--- src/rtl/latch_bank_scan_reader.sv ---
`default_nettype none
// ============================================================================
// Module      : latch_bank_scan_reader
// Description : Bank of DEPTH level-sensitive latch entries with a clocked
//               read-out sequencer. A start request snapshots the entries
//               one at a time into a register. Each snapshot is streamed over
//               a valid/ready interface together with its index.
// Revision    : 1.0 - initial release
// ----------------------------------------------------------------------------
// Parameters  : WIDTH  bits per latch entry
//               DEPTH  number of entries (>= 2)
// Ports       : clk        clock, rising edge
//               rst        synchronous active-high reset; also clears the
//                          latch bank while held high (level)
//               wr_en      write enable, makes the selected latch transparent
//               wr_addr    entry selected while wr_en is high
//               wr_data    data passed through to the selected entry
//               start      one-cycle request to scan the bank
//               out_valid  out_data/out_idx valid
//               out_ready  consumer accepts when valid & ready at an edge
//               out_data   registered snapshot of bank[out_idx]
//               out_idx    entry index of out_data
//               busy       scan in progress
//               done       one-cycle pulse after the last entry is accepted
//               out_parity XOR of out_data, present only when the macro
//                          LATCH_BANK_PARITY_EN is defined
// ============================================================================
module latch_bank_scan_reader #(
  parameter int WIDTH = 4,
  parameter int DEPTH = 4,
  localparam int AW   = $clog2(DEPTH)
) (
  input  logic             clk,
  input  logic             rst,
  input  logic             wr_en,
  input  logic [AW-1:0]    wr_addr,
  input  logic [WIDTH-1:0] wr_data,
  input  logic             start,
  output logic             out_valid,
  input  logic             out_ready,
  output logic [WIDTH-1:0] out_data,
  output logic [AW-1:0]    out_idx,
  output logic             busy,
  output logic             done
`ifdef LATCH_BANK_PARITY_EN
  ,
  output logic             out_parity
`endif
);

  typedef enum logic [0:0] {
    IDLE = 1'b0,
    SEND = 1'b1
  } state_t;

  // --------------------------------------------------------------------------
  // Latch bank. The reset level overrides any write. An address at or above
  // DEPTH matches no entry, so nothing is written.
  // --------------------------------------------------------------------------
  logic [WIDTH-1:0] bank [DEPTH];

  for (genvar i = 0; i < DEPTH; i++) begin : g_bank
    logic [WIDTH-1:0] entry;

    always_latch begin
      if (rst) begin
        entry <= '0;
      end else if (wr_en && (wr_addr == AW'(i))) begin
        entry <= wr_data;
      end
    end

    assign bank[i] = entry;
  end

  // --------------------------------------------------------------------------
  // Read-out sequencer
  // --------------------------------------------------------------------------
  state_t           r_state;
  state_t           w_state;
  logic             r_valid;
  logic             w_valid;
  logic [WIDTH-1:0] r_data;
  logic [WIDTH-1:0] w_data;
  logic [AW-1:0]    r_idx;
  logic [AW-1:0]    w_idx;
  logic             r_done;
  logic             w_done;
  logic [AW-1:0]    w_next_idx;
  logic [AW-1:0]    w_load_idx;
  logic [WIDTH-1:0] w_load_entry;

  // One read port serves both load cases: entry 0 when a scan starts, and
  // the following entry when an accept advances the scan.
  assign w_next_idx   = r_idx + AW'(1);
  assign w_load_idx   = (r_state == IDLE) ? '0 : w_next_idx;
  assign w_load_entry = bank[w_load_idx];

  always_comb begin
    w_state = r_state;
    w_valid = r_valid;
    w_data  = r_data;
    w_idx   = r_idx;
    w_done  = 1'b0;
    case (r_state)
      IDLE: begin
        if (start) begin
          w_data  = w_load_entry;
          w_idx   = '0;
          w_valid = 1'b1;
          w_state = SEND;
        end
      end
      SEND: begin
        if (r_valid && out_ready) begin
          if (r_idx == AW'(DEPTH - 1)) begin
            w_valid = 1'b0;
            w_done  = 1'b1;
            w_state = IDLE;
          end else begin
            w_idx  = w_next_idx;
            w_data = w_load_entry;
          end
        end
      end
      default: w_state = IDLE;
    endcase
  end

  always_ff @(posedge clk) begin
    if (rst) begin
      r_state <= IDLE;
      r_valid <= 1'b0;
      r_data  <= '0;
      r_idx   <= '0;
      r_done  <= 1'b0;
    end else begin
      r_state <= w_state;
      r_valid <= w_valid;
      r_data  <= w_data;
      r_idx   <= w_idx;
      r_done  <= w_done;
    end
  end

  assign out_valid = r_valid;
  assign out_data  = r_data;
  assign out_idx   = r_idx;
  assign done      = r_done;
  assign busy      = (r_state == SEND);

`ifdef LATCH_BANK_PARITY_EN
  // Parity register follows out_data: it changes only on the same loads.
  logic r_parity;

  always_ff @(posedge clk) begin
    if (rst) begin
      r_parity <= 1'b0;
    end else if (w_data != r_data || w_idx != r_idx || (w_valid && !r_valid)) begin
      r_parity <= ^w_data;
    end
  end

  assign out_parity = r_parity;
`endif

endmodule
`default_nettype wire

--- config.mk ---
export PLATFORM = sky130hd
export DESIGN_NAME = latch_bank_scan_reader
export DESIGN_NICKNAME = d
export VERILOG_FILES = /design/src/rtl/latch_bank_scan_reader.sv
export SDC_FILE = /design/constraint.sdc
export NUM_CORES = 1
export LEC_CHECK = 0
export BUFFER_PORTS_ARGS = -buffer_cell sky130_fd_sc_hd__buf_2
export CAP_MARGIN = 20
export CORE_MARGIN = 1
export CORE_UTILIZATION = 51
export CTS_CLUSTER_SIZE = 28
export DETAILED_ROUTE_END_ITERATION = 7
export PLACE_DENSITY = 0.76
export SETUP_SLACK_MARGIN = 0.1
export SYNTH_ARGS = -nofsm -noshare
export SYNTH_HDL_FRONTEND = slang
export SYNTH_SLANG_ARGS = --single-unit
--- constraint.sdc ---
create_clock -name clk -period 2.3 [get_ports clk]
set_clock_uncertainty 0.2 [all_clocks]
set_input_delay 0.115 -clock clk [delete_from_list [all_inputs] [get_ports clk]]
set_output_delay 0.115 -clock clk [all_outputs]
set_load 0.01 [all_outputs]
=== Yosys cells after proc, flatten, opt, wreduce, memory -nomap -nowiden ===
Index checks and enable logic that the tools add are counted.

* Logic and storage cells: 80
* Input bits: 11
* Latch bits: 16
* Register bits: 9

* Multiplexer cells: 37
* $lt $le $gt $ge: 1
* Equal/unequal tests: 8
* Bitwise gates (word level): 3
* Reductions and logical operators: 9
* Add/sub/neg operators: 1

{| class="wikitable"
|+ Operator list
! kind !! number
|-
| $mux W4 || 21
|-
| $bmux W4 S2 || 1
|-
| $mux W2 || 4
|-
| $pmux W4 S2 || 1
|-
| $mux W1 || 7
|-
| $eq A2 B2 Y1 const B || 3
|-
| $reduce_and A3 Y1 || 2
|-
| $logic_and A1 B1 Y1 || 5
|-
| $ne A2 B1 Y1 const B || 2
|-
| $ne A2 B2 Y1 const B || 2
|-
| $pmux W1 S2 || 2
|-
| $pmux W2 S2 || 1
|-
| $ge A3 B3 Y1 const B || 1
|-
| $not A2 Y3 || 1
|-
| $reduce_or A3 Y1 || 1
|-
| $add A2 B1 Y2 const B || 1
|-
| $eq A2 B1 Y1 const B || 1
|-
| $logic_not A2 Y1 || 1
|-
| $not A1 Y1 || 2
|}

=== Logic depth before layout (Yosys ltp) ===
Gate-level depths: netlist of run 1.

* Depth after elaboration: 9
* Mapped depth: 5

==> reports/summary.log, run 1 <==
qor: die.initial_core_util 54.1%
qor: setup_path.startpoint_type flip-flop
qor: setup_path.worst_ep_required_time 2.24 ns
qor: place.port_buffers 19
qor: power_and_ir_drop.seqPwrFrac 48.1%
qor: sta.fin_hold_viols 0
qor: power_and_ir_drop.power.internal 300 uW
qor: cells_and_area.final_cell_count_no_fill 135
qor: cells_and_area.fraction_of_final_layout_cells_with_drive_strength_greater_than_1 32.7%
qor: clock_network.clock_tree.root_cell sky130_fd_sc_hd__clkbuf_4
qor: die.core_region_area 1710 um2
qor: global_routing.pin_count_of_the_biggest_net_entering_global_routing 19
qor: die.fp.dieW 44.6 um
qor: place.pre_cts_ws 0.316 ns
qor: yosys.synthesized_area_fraction_occupied_by_ao_oa_aoi_and_oai_cells 19.9%
qor: power_and_ir_drop.switching_share 29.3%
qor: die.floorplan.io_pins 20
qor: yosys.synth_edf_count 0
qor: global_routing.grt_pass1_wl 2620 um
qor: sta.finalSetupViolations 0
qor: sta.untimed_endpoints 16
qor: die.die_h 44.6 um
qor: yosys.postSynthRegisterBits 25
qor: setup_path.reg2reg_from out_idx[0]$_SDFFE_PP0P_
qor: yosys.synth-adder-area-share 2.71%
qor: sta.final.min_clock_period 1.98 ns
qor: cells_and_area.fillerInstances 157
qor: yosys.syn_area 923 um2
qor: yosys.synthesis.yosys.warnings 0
qor: hold_path.timing.hold.worst.class primary input to flip-flop
qor: yosys.syn_inst 92
qor: setup_path.r2r_setup_slack 0.32 ns
qor: setup_path.worst-endpoint-arrival 1.93 ns
qor: power_and_ir_drop.power_frac_clock 28.8%
qor: route.wl_per_cell 12.7 um
qor: sta.setup_tns 0 ns
qor: yosys.syn_area_per_cell 10.0 um2
qor: cells_and_area.number_of_nets_in_the_finished_design 124
qor: run_status.outcome complete, no violations
qor: place.numPlacedInstances 130
qor: yosys.synth_simple_gate_area_share 20.7%
qor: place.post-dp-hpwl 1390 um
qor: global_routing.gr-usage-all-layers 19.0%
qor: place.post_dp_cell_area 1000 um2
qor: sta.fmax 504 MHz
qor: yosys.netlist_top_cells_area sky130_fd_sc_hd__dlxtp_1 (26%), sky130_fd_sc_hd__dfxtp_1 (20%), sky130_fd_sc_hd__a311oi_2 (4.9%)
qor: sta.grt_setup_unrepaired no
qor: setup_path.category_of_the_most_critical_setup_path flip-flop to flip-flop
qor: die.die_area 1980 um2
qor: sta.setup_ws 0.316 ns
qor: sta.unclocked_pins 16
qor: yosys.synthXorXnorAreaFrac 0%
qor: yosys.synth_top_area_cell sky130_fd_sc_hd__dlxtp_1
qor: clock_network.clk_transition_reported_paths 0.06 ns
qor: die.number_of_rows_created_at_floorplan 15
qor: sta.maxSlewHeadroom 70.9%
qor: yosys.synth_flop_cell sky130_fd_sc_hd__dlxtp_1
qor: power_and_ir_drop.power_switching 124 uW
qor: route.vias_per_cell 5.32
qor: power_and_ir_drop.share_comb_of_total_power 23.0%
qor: global_routing.first_global_vias 651
qor: sta.max_slew.worst_pin.slew 0.435 ns
qor: power_and_ir_drop.max-vdd-ir-drop 164 uV
qor: yosys.synthMostInstantiatedCell sky130_fd_sc_hd__dlxtp_1
qor: setup_path.worstSetupEndpointType flip-flop
qor: route.final_antenna_net_count 0
qor: cells_and_area.utilization 60.8%
qor: clock_network.cts-root-to-sink-buffers 2
qor: place.place.gp.congestion 0.788
qor: yosys.netlist-cell-type-count 36
qor: cells_and_area.design_area 1040 um2
qor: power_and_ir_drop.power_leakage 0.000461 uW
qor: setup_path.largest_fanout_on_the_critical_path 12
qor: clock_network.number_of_cts_inserted_buffers 3
qor: clock_network.insertion_delay 0.26 ns
qor: route.initialDrtViolationCount 11
qor: cells_and_area.diodes 0
qor: route.vias 718
qor: global_routing.gr-total-overflow 0
qor: flow_run.timing.max_cap.violations 0
qor: clock_network.cts_tree yes
qor: sta.timing.final.max_slew_violations 0
qor: yosys.synthesis.nets 105
qor: yosys.yosys.area.top_type_share 26.0%
qor: yosys.ys_async_sr_fraction 0%
qor: route.drt_first_pass_iters 4
qor: yosys.post_synth_most_frequent_cells sky130_fd_sc_hd__dlxtp_1 (16), sky130_fd_sc_hd__dfxtp_1 (9), sky130_fd_sc_hd__nor2b_1 (7)
qor: route.remaining_drcs 0
qor: route.detail_route.wirelength 1720 um
qor: yosys.synth_top_family_by_area simple AND/OR/NAND/NOR gates
qor: global_routing.antenna_found_initial 0
qor: cells_and_area.area_delta_synth_final 12.5%
qor: sta.post-route-period-util 86.3%
qor: clock_network.htree_levels 1
qor: hold_path.timing.hold.worst.start rst
qor: setup_path.timing.critical_path.from out_idx[0]$_SDFFE_PP0P_
qor: yosys.post_synth_mux_area_share 5.56%
qor: power_and_ir_drop.power.density_cell_area 409 nW/um2
[layout by cell type (no fill, tap or decap), types with 2 or more instances in the layout]
cell and instances:
sky130_fd_sc_hd__dlxtp_1 16, sky130_fd_sc_hd__nor2_1 3, sky130_fd_sc_hd__o21ai_0 2, sky130_fd_sc_hd__nand2_1 3
sky130_fd_sc_hd__o21ai_1 2, sky130_fd_sc_hd__nor3_1 3, sky130_fd_sc_hd__o21bai_1 3, sky130_fd_sc_hd__dfxtp_1 9
sky130_fd_sc_hd__a21bo_2 2, sky130_fd_sc_hd__clkbuf_4 3, sky130_fd_sc_hd__a311oi_2 3, sky130_fd_sc_hd__ha_1 2
sky130_fd_sc_hd__nor2b_1 7, sky130_fd_sc_hd__nand3_1 6, sky130_fd_sc_hd__buf_2 19, sky130_fd_sc_hd__mux2_4 2
sky130_fd_sc_hd__a21oi_1 5
[stage by stage]
| stage | power [uW] | hold slack [ns] |
|---|---|---|
| CTS | 431 | 0.0138 |
| finish | 425 | 0.0174 |
| global route | 452 | 0.0470 |
| floorplan | 277 | 0.0631 |
| global placement | 301 | 0.212 |
| detailed placement | 305 | 0.229 |
[worst max-delay path: stages, from the launching register on]
cell and delay [ns]:
sky130_fd_sc_hd__dfxtp_1 0.56, sky130_fd_sc_hd__ha_1 0.43, sky130_fd_sc_hd__mux2_2 0.38, sky130_fd_sc_hd__o211ai_1 0.18, sky130_fd_sc_hd__a311oi_2 0.11
[routing by layer]
metal  vias up  part of all wire (%)  wire length, um  global-route usage [%]
met5         -                     0                0                       0
met4         0                   3.1               53                    14.5
met3         5                   3.3               57                    2.45
met2        27                    52              889                    34.4
met1       322                    42              722                    19.6
li1        364                     -                -                       -
[state kept, by name (all words and copies together), names as in the netlist]
signal,count
busy,1
out_valid,1
bank,16
out_idx,2
out_data,4
done,1
[timing repair]
action / CTS / global route
setup endpoints to repair: 0 / 0
endpoints found under the hold margin: 1 / 0
hold buffers: 1 / 0
setup buffers: 0 / 0
resized for setup: 0 / 0
[final timing paths]
kind / endpoint / cells after the start
worst max register to register: out_data[2]$_SDFFE_PP0P_ / 4
worst min register to register: out_idx[1]$_SDFFE_PP0P_ / 2
worst max-delay path: out_data[2]$_SDFFE_PP0P_ / 4
worst min-delay path: out_valid$_SDFFE_PP0P_ / 2
[final cells by class]
class | count | area [um2] | area share [%]
multi-input combinational | 60 | 452 | 43.5
sequential | 25 | 420 | 40.5
timing repair buffer | 20 | 105 | 10.1
tap | 25 | 31.3 | 3.01
clock buffer | 4 | 26.3 | 2.53
inverter | 1 | 3.75 | 0.361
[power by group through the flow]
stage                     Combinational [uW]  Sequential, uW  Clock (uW)
after floorplan                         71.9             205           0
after global placement                  94.5             206           0
after detailed placement                97.3             208           0
after CTS                               98.7             204         127
after global routing                     107             207         138
final                                   97.8             205         122
[cells by family after synthesis]
kind of cell	count (synthesis)
muxes	4
latches	16
DFF	9
adders and majority gates	2
AOI/OAI and AO/OA	22
and+or+nand+nor	32
buffers and inverters	7
No activity file was read; power rests on OpenSTA's default activity.
==> inputs of run 2 (changes only) <==
--- a/config.mk
+++ b/config.mk
@@ -8,10 +8,10 @@
 export BUFFER_PORTS_ARGS = -buffer_cell sky130_fd_sc_hd__buf_2
 export CAP_MARGIN = 20
 export CORE_MARGIN = 1
-export CORE_UTILIZATION = 51
+export CORE_UTILIZATION = 55
 export CTS_CLUSTER_SIZE = 28
 export DETAILED_ROUTE_END_ITERATION = 7
-export PLACE_DENSITY = 0.76
+export PLACE_DENSITY = 0.81
 export SETUP_SLACK_MARGIN = 0.1
 export SYNTH_ARGS = -nofsm -noshare
 export SYNTH_HDL_FRONTEND = slang
==> constraint.sdc (replaced) <==
create_clock -name clk -period 2.6 [get_ports clk]
set_clock_uncertainty 0.2 [all_clocks]
set_input_delay 0.13 -clock clk [delete_from_list [all_inputs] [get_ports clk]]
set_output_delay 0.13 -clock clk [all_outputs]
set_load 0.01 [all_outputs]
==> run 2 against run 1 <==
Effect of this change:
- critical path depth unchanged
- sequential share of layout area up 0.39 points
- register-to-register slack better by 0.29 ns
- via count down 0.97%
- core utilization up 5.9 points
- critical path type unchanged
- largest power group unchanged
==> reports/summary.log, run 2 (synthesis gave the netlist of run 1 again) <==
qor: hold_path.timing.hold.worst.class primary input to flip-flop
qor: clock_network.post_cts.resized_instances 0
qor: global_routing.gr-usage-all-layers 19.6%
qor: clock_network.clk_transition_reported_paths 0.07 ns
qor: setup_path.worst-endpoint-arrival 1.94 ns
qor: global_routing.antenna_found_initial 0
qor: setup_path.r2r_setup_slack 0.61 ns
qor: power_and_ir_drop.power_frac_clock 28.8%
qor: power_and_ir_drop.share_comb_of_total_power 22.9%
qor: run_status.outcome complete, no violations
qor: setup_path.reg2reg_from out_idx[0]$_SDFFE_PP0P_
qor: route.drt_first_pass_iters 4
qor: cells_and_area.mostFrequentLayoutCells sky130_fd_sc_hd__buf_2 (19), sky130_fd_sc_hd__dlxtp_1 (16), sky130_fd_sc_hd__dfxtp_1 (9)
qor: place.port_buffers 19
qor: die.initial_core_util 59.9%
qor: power_and_ir_drop.switching_share 29.6%
qor: global_routing.pin_count_of_the_biggest_net_entering_global_routing 19
qor: cells_and_area.area_delta_synth_final 11.4%
qor: die.die_area 1850 um2
qor: route.initialDrtViolationCount 10
qor: power_and_ir_drop.max-vdd-ir-drop 154 uV
qor: power_and_ir_drop.power.internal 263 uW
qor: sta.max_slew.worst_pin.slew 0.464 ns
qor: cells_and_area.fraction_of_final_layout_cells_with_drive_strength_greater_than_1 33.6%
qor: die.floorplan.io_pins 20
qor: clock_network.htree_levels 1
qor: setup_path.category_of_the_most_critical_setup_path flip-flop to flip-flop
qor: sta.setup_tns 0 ns
qor: flow_run.timing.max_cap.violations 0
qor: sta.maxSlewHeadroom 69.0%
qor: setup_path.worstSetupEndpointType flip-flop
qor: setup_path.worst_flop_to_flop_path_endpoint out_data[2]$_SDFFE_PP0P_
qor: clock_network.hold_buffers 1
qor: global_routing.grt_pass1_wl 2700 um
qor: power_and_ir_drop.power.density_cell_area 364 nW/um2
qor: clock_network.number_of_cts_inserted_buffers 3
qor: power_and_ir_drop.power_leakage 0.000463 uW
qor: route.remaining_drcs 0
qor: clock_network.postCtsSetupBuffers 0
qor: cells_and_area.design_area 1030 um2
qor: sta.timing.final.max_slew_violations 0
qor: place.place.gp.congestion 0.801
qor: clock_network.cts-root-to-sink-buffers 2
qor: route.vias_per_cell 5.64
qor: global_routing.first_global_vias 659
qor: place.post-dp-hpwl 1230 um
qor: sta.final.min_clock_period 1.99 ns
qor: hold_path.timing.hold.worst.start rst
qor: setup_path.worst-r2r-cell-count 4
qor: global_routing.gr-total-overflow 0
qor: setup_path.timing.critical_path.from out_idx[0]$_SDFFE_PP0P_
qor: die.die_h 43.0 um
qor: route.vias 711
qor: power_and_ir_drop.seqPwrFrac 48.3%
qor: setup_path.largest_fanout_on_the_critical_path 12
qor: power_and_ir_drop.power_switching 111 uW
qor: sta.unclocked_pins 16
qor: cells_and_area.number_of_nets_in_the_finished_design 124
qor: sta.fin_hold_viols 0
qor: sta.post-route-period-util 76.7%
qor: clock_network.cts_tree yes
qor: clock_network.insertion_delay 0.26 ns
qor: hold_path.timing.hold.worst_endpoint done$_SDFF_PP0_
qor: cells_and_area.diodes 0
qor: die.core_region_area 1540 um2
qor: sta.grt_setup_unrepaired no
qor: sta.fmax 501 MHz
qor: cells_and_area.largest_register_ffs 16
qor: sta.finalSetupViolations 0
qor: route.final_antenna_net_count 0
qor: sta.untimed_endpoints 16
qor: setup_path.startpoint_type flip-flop
qor: route.wl_per_cell 12.7 um
qor: cells_and_area.layout_commonest_cell sky130_fd_sc_hd__buf_2
qor: cells_and_area.fillerInstances 136
qor: setup_path.worst_ep_required_time 2.54 ns
qor: hold_path.whs_path_depth 2
qor: clock_network.clock_tree.root_cell sky130_fd_sc_hd__clkbuf_4
qor: die.number_of_rows_created_at_floorplan 14
qor: die.fp.dieW 43.0 um
qor: route.detail_route.wirelength 1600 um
qor: place.post_dp_cell_area 991 um2
## run 2: cell types whose count changed in the layout (fill, tap and decap cells not counted)
cell	previous run	this run
sky130_fd_sc_hd__clkbuf_1	1	0
sky130_fd_sc_hd__clkinv_2	0	1
## run 2: per-layer routing
| metal | vias to the layer above | global-route usage [%] | part of all wire [%] |
|---|---|---|---|
| li1 | 367 | - | - |
| met3 | 5 | 1.28 | 3.9 |
| met2 | 25 | 32.4 | 51 |
| met4 | 0 | 10.9 | 2.2 |
| met5 | - | 0 | 0 |
| met1 | 314 | 25.2 | 43 |
## run 2: worst max-delay path: stages (launching register included)
cell	delay, ns
sky130_fd_sc_hd__dfxtp_1	0.43
sky130_fd_sc_hd__ha_1	0.56
sky130_fd_sc_hd__mux2_2	0.38
sky130_fd_sc_hd__o211ai_1	0.19
sky130_fd_sc_hd__a311oi_2	0.12
## run 2: layout make-up
class	count	area, um2	share of cell area [%]
Multi-Input combinational cell	60	452	43.9
Tap cell	16	20.0	1.95
Clock buffer	3	22.5	2.19
Timing Repair Buffer	20	105	10.2
Clock inverter	1	5.00	0.487
Sequential cell	25	420	40.9
Inverter	1	3.75	0.365
## run 2: power by group through the flow
| stage | Clock, uW | Sequential, uW | Combinational, uW |
|---|---|---|---|
| 5_1_grt | 116 | 183 | 95.9 |
| 4_1_cts | 112 | 180 | 86.9 |
| 2_1_floorplan | 0 | 182 | 63.6 |
| 6_report | 108 | 181 | 85.7 |
| 3_3_place_gp | 0 | 183 | 83.2 |
| 3_5_place_dp | 0 | 184 | 85.8 |
## run 2: worst max-delay path by stage
stage	slack, ns	end	cells after the start
finish	0.61	out_data[2]$_SDFFE_PP0P_	4
global route	0.48	out_data[2]$_SDFFE_PP0P_	4
detailed placement	0.59	out_data[2]$_SDFFE_PP0P_	4
CTS	0.60	out_data[2]$_SDFFE_PP0P_	4
global placement	0.67	out_data[2]$_SDFFE_PP0P_	4
floorplan	0.92	out_data[1]$_SDFFE_PP0P_	5
## run 2: metrics by stage
step	setup slack [ns]	total power, uW	hold slack [ns]	instances	utilization (%)
final	0.605	374	0.0409	126	66.7
after global routing	0.475	395	0.0576	126	66.7
after CTS	0.605	379	0.0389	126	66.7
after detailed placement	0.592	269	0.229	121	64.3
after global placement	0.674	266	0.225	121	64.3
after floorplan	0.916	245	0.0781	92	-
